--- config.mk ---
export PLATFORM = sky130hd
export DESIGN_NAME = envelope_led_meter_flat
export DESIGN_NICKNAME = d
export VERILOG_FILES = /design/src/rtl/envelope_if.sv /design/src/rtl/envelope_led_meter.sv /design/src/flat_wrapper.sv
export SDC_FILE = /design/constraint.sdc
export NUM_CORES = 1
export LEC_CHECK = 0
export ABC_CLOCK_PERIOD_IN_PS = 3200
export CAP_MARGIN = 40
export CORE_ASPECT_RATIO = 0.6
export CORE_MARGIN = 2
export CORE_UTILIZATION = 40
export CTS_BUF_LIST = sky130_fd_sc_hd__clkbuf_4 sky130_fd_sc_hd__clkbuf_8
export DETAILED_ROUTE_END_ITERATION = 10
export SETUP_SLACK_MARGIN = 0.3
export SLEW_MARGIN = 20
export SYNTH_ARGS = -nofsm -noshare
export SYNTH_HDL_FRONTEND = slang
export SYNTH_SLANG_ARGS = --single-unit
--- constraint.sdc ---
create_clock -name clk_27m -period 3.2 [get_ports clk_27m]
set_input_delay 0.32 -clock clk_27m [delete_from_list [all_inputs] [get_ports clk_27m]]
set_output_delay 0.32 -clock clk_27m [all_outputs]
set_load 0.01 [all_outputs]
--- src/rtl/envelope_if.sv ---
// Envelope sample stream (valid/ready) from the demodulator into the LED meter.
interface envelope_if #(
  parameter int unsigned DATA_W = 12
);
  logic              s_valid;
  logic              s_ready;
  logic [DATA_W-1:0] s_data;

  modport master (output s_valid, output s_data, input s_ready);
  modport slave  (input s_valid, input s_data, output s_ready);
endinterface

--- src/rtl/envelope_led_meter.sv ---
// Peak-hold, timed-decay 6 dB/step bar-graph meter driving four LEDs.
// Optional clip blink on LED[3] when CLIP_BLINK_EN is defined.
module envelope_led_meter #(
  parameter int unsigned DATA_W       = 12,
  parameter int unsigned HOLD_CYCLES  = 13_500_000,
  parameter int unsigned DECAY_CYCLES = 2_700_000,
  parameter int unsigned CLIP_CYCLES  = 27_000_000
) (
  input  logic       clk_27m,
  input  logic       rst_n,
  envelope_if.slave  s,
  output logic [3:0] LED
);

  localparam int unsigned HOLD_W  = $clog2((HOLD_CYCLES  < 2) ? 2 : HOLD_CYCLES);
  localparam int unsigned DECAY_W = $clog2((DECAY_CYCLES < 2) ? 2 : DECAY_CYCLES);

  typedef enum logic [1:0] {
    IDLE  = 2'd0,
    HOLD  = 2'd1,
    DECAY = 2'd2
  } state_t;

  state_t              state, state_d;
  logic [DATA_W-1:0]   peak, peak_d;
  logic [HOLD_W-1:0]   hold_cnt, hold_d;
  logic [DECAY_W-1:0]  decay_cnt, decay_d;
  logic [3:0]          led_d;
  logic                accept;

  assign accept = s.s_valid && s.s_ready;

  // State register plus registered ready and LED outputs
  always_ff @(posedge clk_27m or negedge rst_n) begin
    if (!rst_n) begin
      state     <= IDLE;
      peak      <= '0;
      hold_cnt  <= '0;
      decay_cnt <= '0;
      s.s_ready <= 1'b0;
      LED       <= 4'b0000;
    end else begin
      state     <= state_d;
      peak      <= peak_d;
      hold_cnt  <= hold_d;
      decay_cnt <= decay_d;
      s.s_ready <= 1'b1;
      LED       <= led_d;
    end
  end

  // Hold/decay sequencing; a refresh overrides any decay tick in the same cycle
  always_comb begin
    state_d = state;
    peak_d  = peak;
    hold_d  = hold_cnt;
    decay_d = decay_cnt;

    case (state)
      HOLD: begin
        if (hold_cnt == '0) begin
          state_d = DECAY;
          decay_d = DECAY_W'(DECAY_CYCLES - 1);
        end else begin
          hold_d = hold_cnt - HOLD_W'(1);
        end
      end
      DECAY: begin
        if (decay_cnt == '0) begin
          peak_d  = peak >> 1;
          decay_d = DECAY_W'(DECAY_CYCLES - 1);
          if (peak_d == '0) state_d = IDLE;
        end else begin
          decay_d = decay_cnt - DECAY_W'(1);
        end
      end
      default: ;
    endcase

    // A zero sample can only tie with a zero peak, which leaves the meter idle
    if (accept && (s.s_data >= peak) && (s.s_data != '0)) begin
      peak_d  = s.s_data;
      hold_d  = HOLD_W'(HOLD_CYCLES - 1);
      state_d = HOLD;
    end
  end

`ifdef CLIP_BLINK_EN
  localparam int unsigned CLIP_W = $clog2((CLIP_CYCLES < 2) ? 2 : CLIP_CYCLES);

  logic [CLIP_W-1:0] clip_cnt;
  logic [21:0]       blink_cnt;

  // Clip window reloads on every full-scale sample; blink counter free-runs
  always_ff @(posedge clk_27m or negedge rst_n) begin
    if (!rst_n) begin
      clip_cnt  <= '0;
      blink_cnt <= '0;
    end else begin
      blink_cnt <= blink_cnt + 22'(1);
      if (accept && (s.s_data == '1)) clip_cnt <= CLIP_W'(CLIP_CYCLES - 1);
      else if (clip_cnt != '0)         clip_cnt <= clip_cnt - CLIP_W'(1);
    end
  end
`else
  logic unused_clip;
  assign unused_clip = (CLIP_CYCLES == 0);
`endif

  // Thermometer bar: each LED is a 6 dB threshold on the top four bits
  always_comb begin
    led_d = {peak[DATA_W-1],
             |peak[DATA_W-1:DATA_W-2],
             |peak[DATA_W-1:DATA_W-3],
             |peak[DATA_W-1:DATA_W-4]};
`ifdef CLIP_BLINK_EN
    if (clip_cnt != '0) led_d[3] = blink_cnt[21];
`endif
  end

endmodule

--- src/flat_wrapper.sv ---
// flat-port wrapper written by rule: the top's interface ports become plain ports
module envelope_led_meter_flat 
#(
  parameter int unsigned DATA_W       = 12,
  parameter int unsigned HOLD_CYCLES  = 13_500_000,
  parameter int unsigned DECAY_CYCLES = 2_700_000,
  parameter int unsigned CLIP_CYCLES  = 27_000_000
)
  (clk_27m, rst_n, LED, s_s_valid, s_s_data, s_s_ready);
  envelope_if #(.DATA_W(DATA_W)) s_i ();
  input  logic clk_27m;
  input  logic rst_n;
  output logic [3:0] LED;
  input wire logic [$bits(s_i.s_valid)-1:0] s_s_valid;
  input wire logic [$bits(s_i.s_data)-1:0] s_s_data;
  output wire logic [$bits(s_i.s_ready)-1:0] s_s_ready;
  assign s_i.s_valid = s_s_valid;
  assign s_i.s_data = s_s_data;
  assign s_s_ready = s_i.s_ready;
  envelope_led_meter #(.DATA_W(DATA_W), .HOLD_CYCLES(HOLD_CYCLES), .DECAY_CYCLES(DECAY_CYCLES), .CLIP_CYCLES(CLIP_CYCLES)) u_core (.clk_27m(clk_27m), .rst_n(rst_n), .s(s_i), .LED(LED));
endmodule
# Word-level counts from Yosys, hierarchy flattened

Index checks and enable logic that the tools add are counted.

Bits in registers: 65
Input bits: 15
Output and inout port bits: 5

$add $sub $neg: 2
Magnitude comparators: 1
Equal/unequal tests: 7
Mux-type cells: 14
Reduce and logical (&&, ||, !) cells: 19

Operator list:

| operator                | number |
|---|---|
| $mux W24                | 3 |
| $mux W22                | 2 |
| $pmux W22 S2            | 1 |
| $mux W12                | 3 |
| $logic_not A24 Y1       | 1 |
| $sub A24 B1 Y24 const B | 1 |
| $logic_not A22 Y1       | 1 |
| $sub A22 B1 Y22 const B | 1 |
| $ge A12 B12 Y1          | 1 |
| $logic_not A12 Y1       | 1 |
| $reduce_bool A12 Y1     | 1 |
| $ne A3 B1 Y1 const B    | 3 |
| $mux W2                 | 4 |
| $reduce_bool A2 Y1      | 4 |
| $reduce_and A2 Y1       | 3 |
| $pmux W2 S2             | 1 |
| $reduce_and A4 Y1       | 1 |
| $reduce_or A4 Y1        | 1 |
| $logic_and A1 B1 Y1     | 3 |
| $reduce_bool A3 Y1      | 1 |
| $reduce_or A3 Y1        | 1 |
| $eq A2 B1 Y1 const B    | 1 |
| $eq A2 B2 Y1 const B    | 1 |
| $ne A2 B1 Y1 const B    | 1 |
| other kinds (2)         | 2 |

# Logic depth before layout (Yosys ltp)

Word-level depth: 5
Depth in mapped cells: 9
Mapped depth without buffers: 7

# Worst setup path after synthesis

No wires, ideal clock.

Kind: register to register
From: reg u_core.decay_cnt[0]
To: reg u_core.peak[10]
Setup time: 0.125 ns
Data arrival time: 2.328 ns
Data required time: 3.075 ns
Slack: 0.747 ns
Cell stages (with the launch flop): 9
Buffers on the path: 1
Period minus slack after synthesis: 2.453 ns
Cells stage by stage: dfrtp_1 inv_1 ha_1 nor3b_1 nand2_1 nor4b_4 buf_6 mux2i_1 mux2_4

Longest elaborated chain between the ends: 3

Ends and longest elaborated chain:

| item                                | line                     | source |
|---|---|---|
| start, declared                     | envelope_led_meter.sv:27 | `logic [DECAY_W-1:0] decay_cnt, decay_d;` |
| start signal, assigned              | envelope_led_meter.sv:46 | `decay_cnt <= decay_d;` |
| $logic_not A22 Y1                   | envelope_led_meter.sv:69 | `if (decay_cnt == '0) begin` |
| $reduce_bool A2 Y1 (no source line) | -                        |  |
| $reduce_and A2 Y1 (no source line)  | -                        |  |
| end signal, assigned                | envelope_led_meter.sv:44 | `peak <= peak_d;` |
| end, declared                       | envelope_led_meter.sv:25 | `logic [DATA_W-1:0] peak, peak_d;` |

No other way between the ends.
A chain may end at the register's enable or synchronous reset.

# Worst setup path in the final report

From: reg u_core.hold_cnt[16]
To: reg u_core.hold_cnt[7]

Longest elaborated chain between the ends: 3

Ends and longest elaborated chain:

| item                               | line                     | source |
|---|---|---|
| start, declared                    | envelope_led_meter.sv:26 | `logic [HOLD_W-1:0] hold_cnt, hold_d;` |
| start signal, assigned             | envelope_led_meter.sv:45 | `hold_cnt <= hold_d;` |
| $logic_not A24 Y1                  | envelope_led_meter.sv:61 | `if (hold_cnt == '0) begin` |
| $ne A2 B2 Y1 (no source line)      | -                        |  |
| $reduce_and A2 Y1 (no source line) | -                        |  |

No other way between the ends.

==> results.sh <==
export IMPL_status="finished clean"
export IMPL_drtAntennaViolNets=0
export IMPL_synth_edf_count=0
export IMPL_top_layer="met4"
export IMPL_place_area_mm2=0.00420
export IMPL_routedWlPerCell_um=15.3
export IMPL_layout_nets=446
export IMPL_synth_largest_area_cell="dfrtp_1"
export IMPL_die_h_um=79.6
export IMPL_drive_gt1_frac=0.127
export IMPL_rsz0062_at_grt="no"
export IMPL_diodes=0
export IMPL_layout_common_cells="dfrtp_1 (65), nand2_1 (29), inv_1 (26), o21ai_0 (26)"
export IMPL_startpoint_type="register"
export IMPL_endpoint="u_core.hold_cnt[7]"
export IMPL_wl_met1_mm=4.54
export IMPL_place_ws_ns=0.462
export IMPL_r2r_start="u_core.hold_cnt[16]"
export IMPL_synth_area_leaders="dfrtp_1 (43%), ha_1 (5.3%), o21ai_0 (3.4%)"
export IMPL_cts_resized=0
export IMPL_clkLatencyLatePin_ns=0.34
export IMPL_overflow=0
export IMPL_grt_antenna_before_repair=0
export IMPL_vias=3065
export IMPL_fin_skew_ns=0.00716
export IMPL_worst_slack_ns=0.529
export IMPL_synth_top_area_share=0.427
export IMPL_startpoint="u_core.hold_cnt[16]"
export IMPL_critPathRequiredTime_ns=3.46
export IMPL_setup_viol=0
export IMPL_yosys_warnings=0
export IMPL_n_fill_cell=842
export IMPL_synthesis_area_mm2=0.00381
export IMPL_die_area_mm2=0.0103
export IMPL_synth_cell_type_count=60
export IMPL_grt_total_usage=0.178
export IMPL_dpl_hpwl_mm=6.06
export IMPL_ys_seq_area_frac=0.427
export IMPL_cts_buffer_depth=2
export IMPL_drv_cap=0
export IMPL_critical_path_class="reg -> reg"
export IMPL_finalHoldViolCount=0
export IMPL_grt_pass1_vias=2839
export IMPL_p_leak_nw=1.80
export IMPL_worst_hold_slack_ns=0.429
export IMPL_viasPerCell=5.59
export IMPL_drt_wl_total_mm=8.39
export IMPL_tns_ns=0
export IMPL_numPortBuffers=19
export IMPL_synth_fp_nets=413
export IMPL_htreeDepth=3
export IMPL_firstDrtPassIters=5
export IMPL_start_util=0.413
export IMPL_synth_async_reset_ratio=1.00
export IMPL_worstMarginPinSlew_ns=0.846
export IMPL_cts_sinks=65
export IMPL_relSlewSlack=0.431
export IMPL_io_pins=20
export IMPL_p_total_mw=2.38
export IMPL_core_area_mm2=0.00922
export IMPL_cts_buffers=9
export IMPL_synth_seq_cells=65
export IMPL_drc_errors=0
export IMPL_clk_pin_slew_ns=0.07
export IMPL_fin_area_mm2=0.00439
export IMPL_slew_viol_final=0
export IMPL_avgSynthCellArea_um2=9.97
export IMPL_min_period_over_period=0.835
export IMPL_path_max_fanout=21
export IMPL_synth_ff_type="dfrtp_1"
export IMPL_area_growth_pct=15.3
export IMPL_r2r_setup_slack_ns=0.53
export IMPL_r2r_end="u_core.hold_cnt[7]"
export IMPL_end_kind="register"
export IMPL_gp_congestion=0.818
export IMPL_grt_max_degree=25
export IMPL_met2WireLength_mm=3.33
export IMPL_netlist_instances=382
export IMPL_fmax_ghz=0.374
export IMPL_final_common_cell="dfrtp_1"
export IMPL_drt_iter0_markers=275
export IMPL_arrival_ns=2.93
export IMPL_die_x_um=130
export IMPL_grt_pass1_wl_mm=14.3
export IMPL_ir_worst_vdd_mv=0.341
export IMPL_hp_class="reg -> reg"
export IMPL_period_minus_slack_ns=2.67
export IMPL_rr_worst_depth=6
export IMPL_clockRootBuffer="clkbuf_8"
export IMPL_cts_tree="done"
export IMPL_num_rows=27
export IMPL_wl_met3_um=444
export IMPL_powerDensity_mw_per_mm2=541
## worst max-delay path: stages, from the launching register on
cell      delay [ns]
dfrtp_1         0.40
or4_4           0.57
nand2b_1        0.33
o41ai_2         0.70
buf_4           0.34
o21ai_0         0.11
a21boi_0        0.15
## cells in the mapped netlist, types with 2 or more instances
master      n
a21boi_1    2
o21ai_1     3
mux2_4      8
nand3_1    18
o41ai_1     2
or3_1      13
xor2_1      2
o22a_1      7
inv_1      26
o2bb2ai_1   3
a22oi_1     2
mux2_2      3
clkbuf_1    5
nor2_1     17
nand2b_1    2
ha_1       16
a21boi_0    4
nor3b_1     3
o211ai_1    5
a2bb2oi_1   3
o21a_1      8
o21ai_0    26
mux2i_1    12
or4_1      15
or4_4       3
nor4_1     12
nor3_1      9
buf_2       5
nand4_1     4
nand2_1    29
and2_1      2
a21oi_1     7
dfrtp_1    65
and4_1      3
o31ai_1    10
or2_2       3
a21o_1      2
## sequential cells by signal (all words and copies together) (netlist names)
signal,cells
u_core.LED,4
u_core.decay_cnt,22
u_core.hold_cnt,24
u_core.peak,12
u_core.s.s_ready,1
u_core.state,2
## report_power, final
| part | switching, mW | leakage [nW] | internal, mW |
|---|---|---|---|
| clock | 0.303 | 0.0978 | 0.368 |
| combinational | 0.315 | 0.923 | 0.329 |
| sequential | 0.0956 | 0.778 | 0.966 |
## layer usage
metal,vias to the layer above,global-route usage
met5,-,0
met4,0,0.0527
met3,7,0.0516
met2,80,0.232
met1,1471,0.278
li1,1507,-
## how the worst min path moves through the flow
stage | start | end | slack (ns) | cells past startpoint
after floorplan | rst_n | u_core.LED[0] | 0.02 | 0
after global placement | rst_n | u_core.decay_cnt[14] | 0.34 | 1
after detailed placement | rst_n | u_core.decay_cnt[12] | 0.34 | 1
after CTS | u_core.peak[11] | u_core.LED[3] | 0.45 | 0
after global routing | u_core.peak[11] | u_core.LED[3] | 0.45 | 0
final | u_core.peak[11] | u_core.LED[3] | 0.43 | 0
## through the flow
step,util,cells
6_report,0.476,548
5_1_grt,0.476,548
4_1_cts,0.476,548
3_5_place_dp,0.455,533
3_3_place_gp,0.455,533
2_1_floorplan,-,382
## cell type report
cell class / instances / area, um^2 / share of cell area
multi-input cells: 279 / 2020 / 0.461
flip-flops and latches: 65 / 1630 / 0.370
repair buffers: 34 / 300 / 0.0684
well taps: 130 / 163 / 0.0370
clock buffers: 10 / 138 / 0.0313
inverters: 26 / 97.6 / 0.0222
clock inverters: 4 / 45.0 / 0.0103
## what timing repair did
| item | in CTS | in global routing |
|---|---|---|
| setup buffers | 0 | 0 |
| endpoints found under the hold margin | 22 | 0 |
| hold buffers | 1 | 0 |
## cells by family (layout without fill, tap and decap cells)
logic type	count (synthesis)	count (layout)	synth area share
DFF	65	65	0.427
other	1	1	0.000985
and+or+nand+nor	141	141	0.216
AOI/OAI and AO/OA	95	95	0.181
xor gates and xnor gates	3	3	0.00690
buffers and inverters	38	74	0.0437
adders and majority gates	16	16	0.0526
muxes	23	23	0.0719
(Power assumes the default switching activity.)
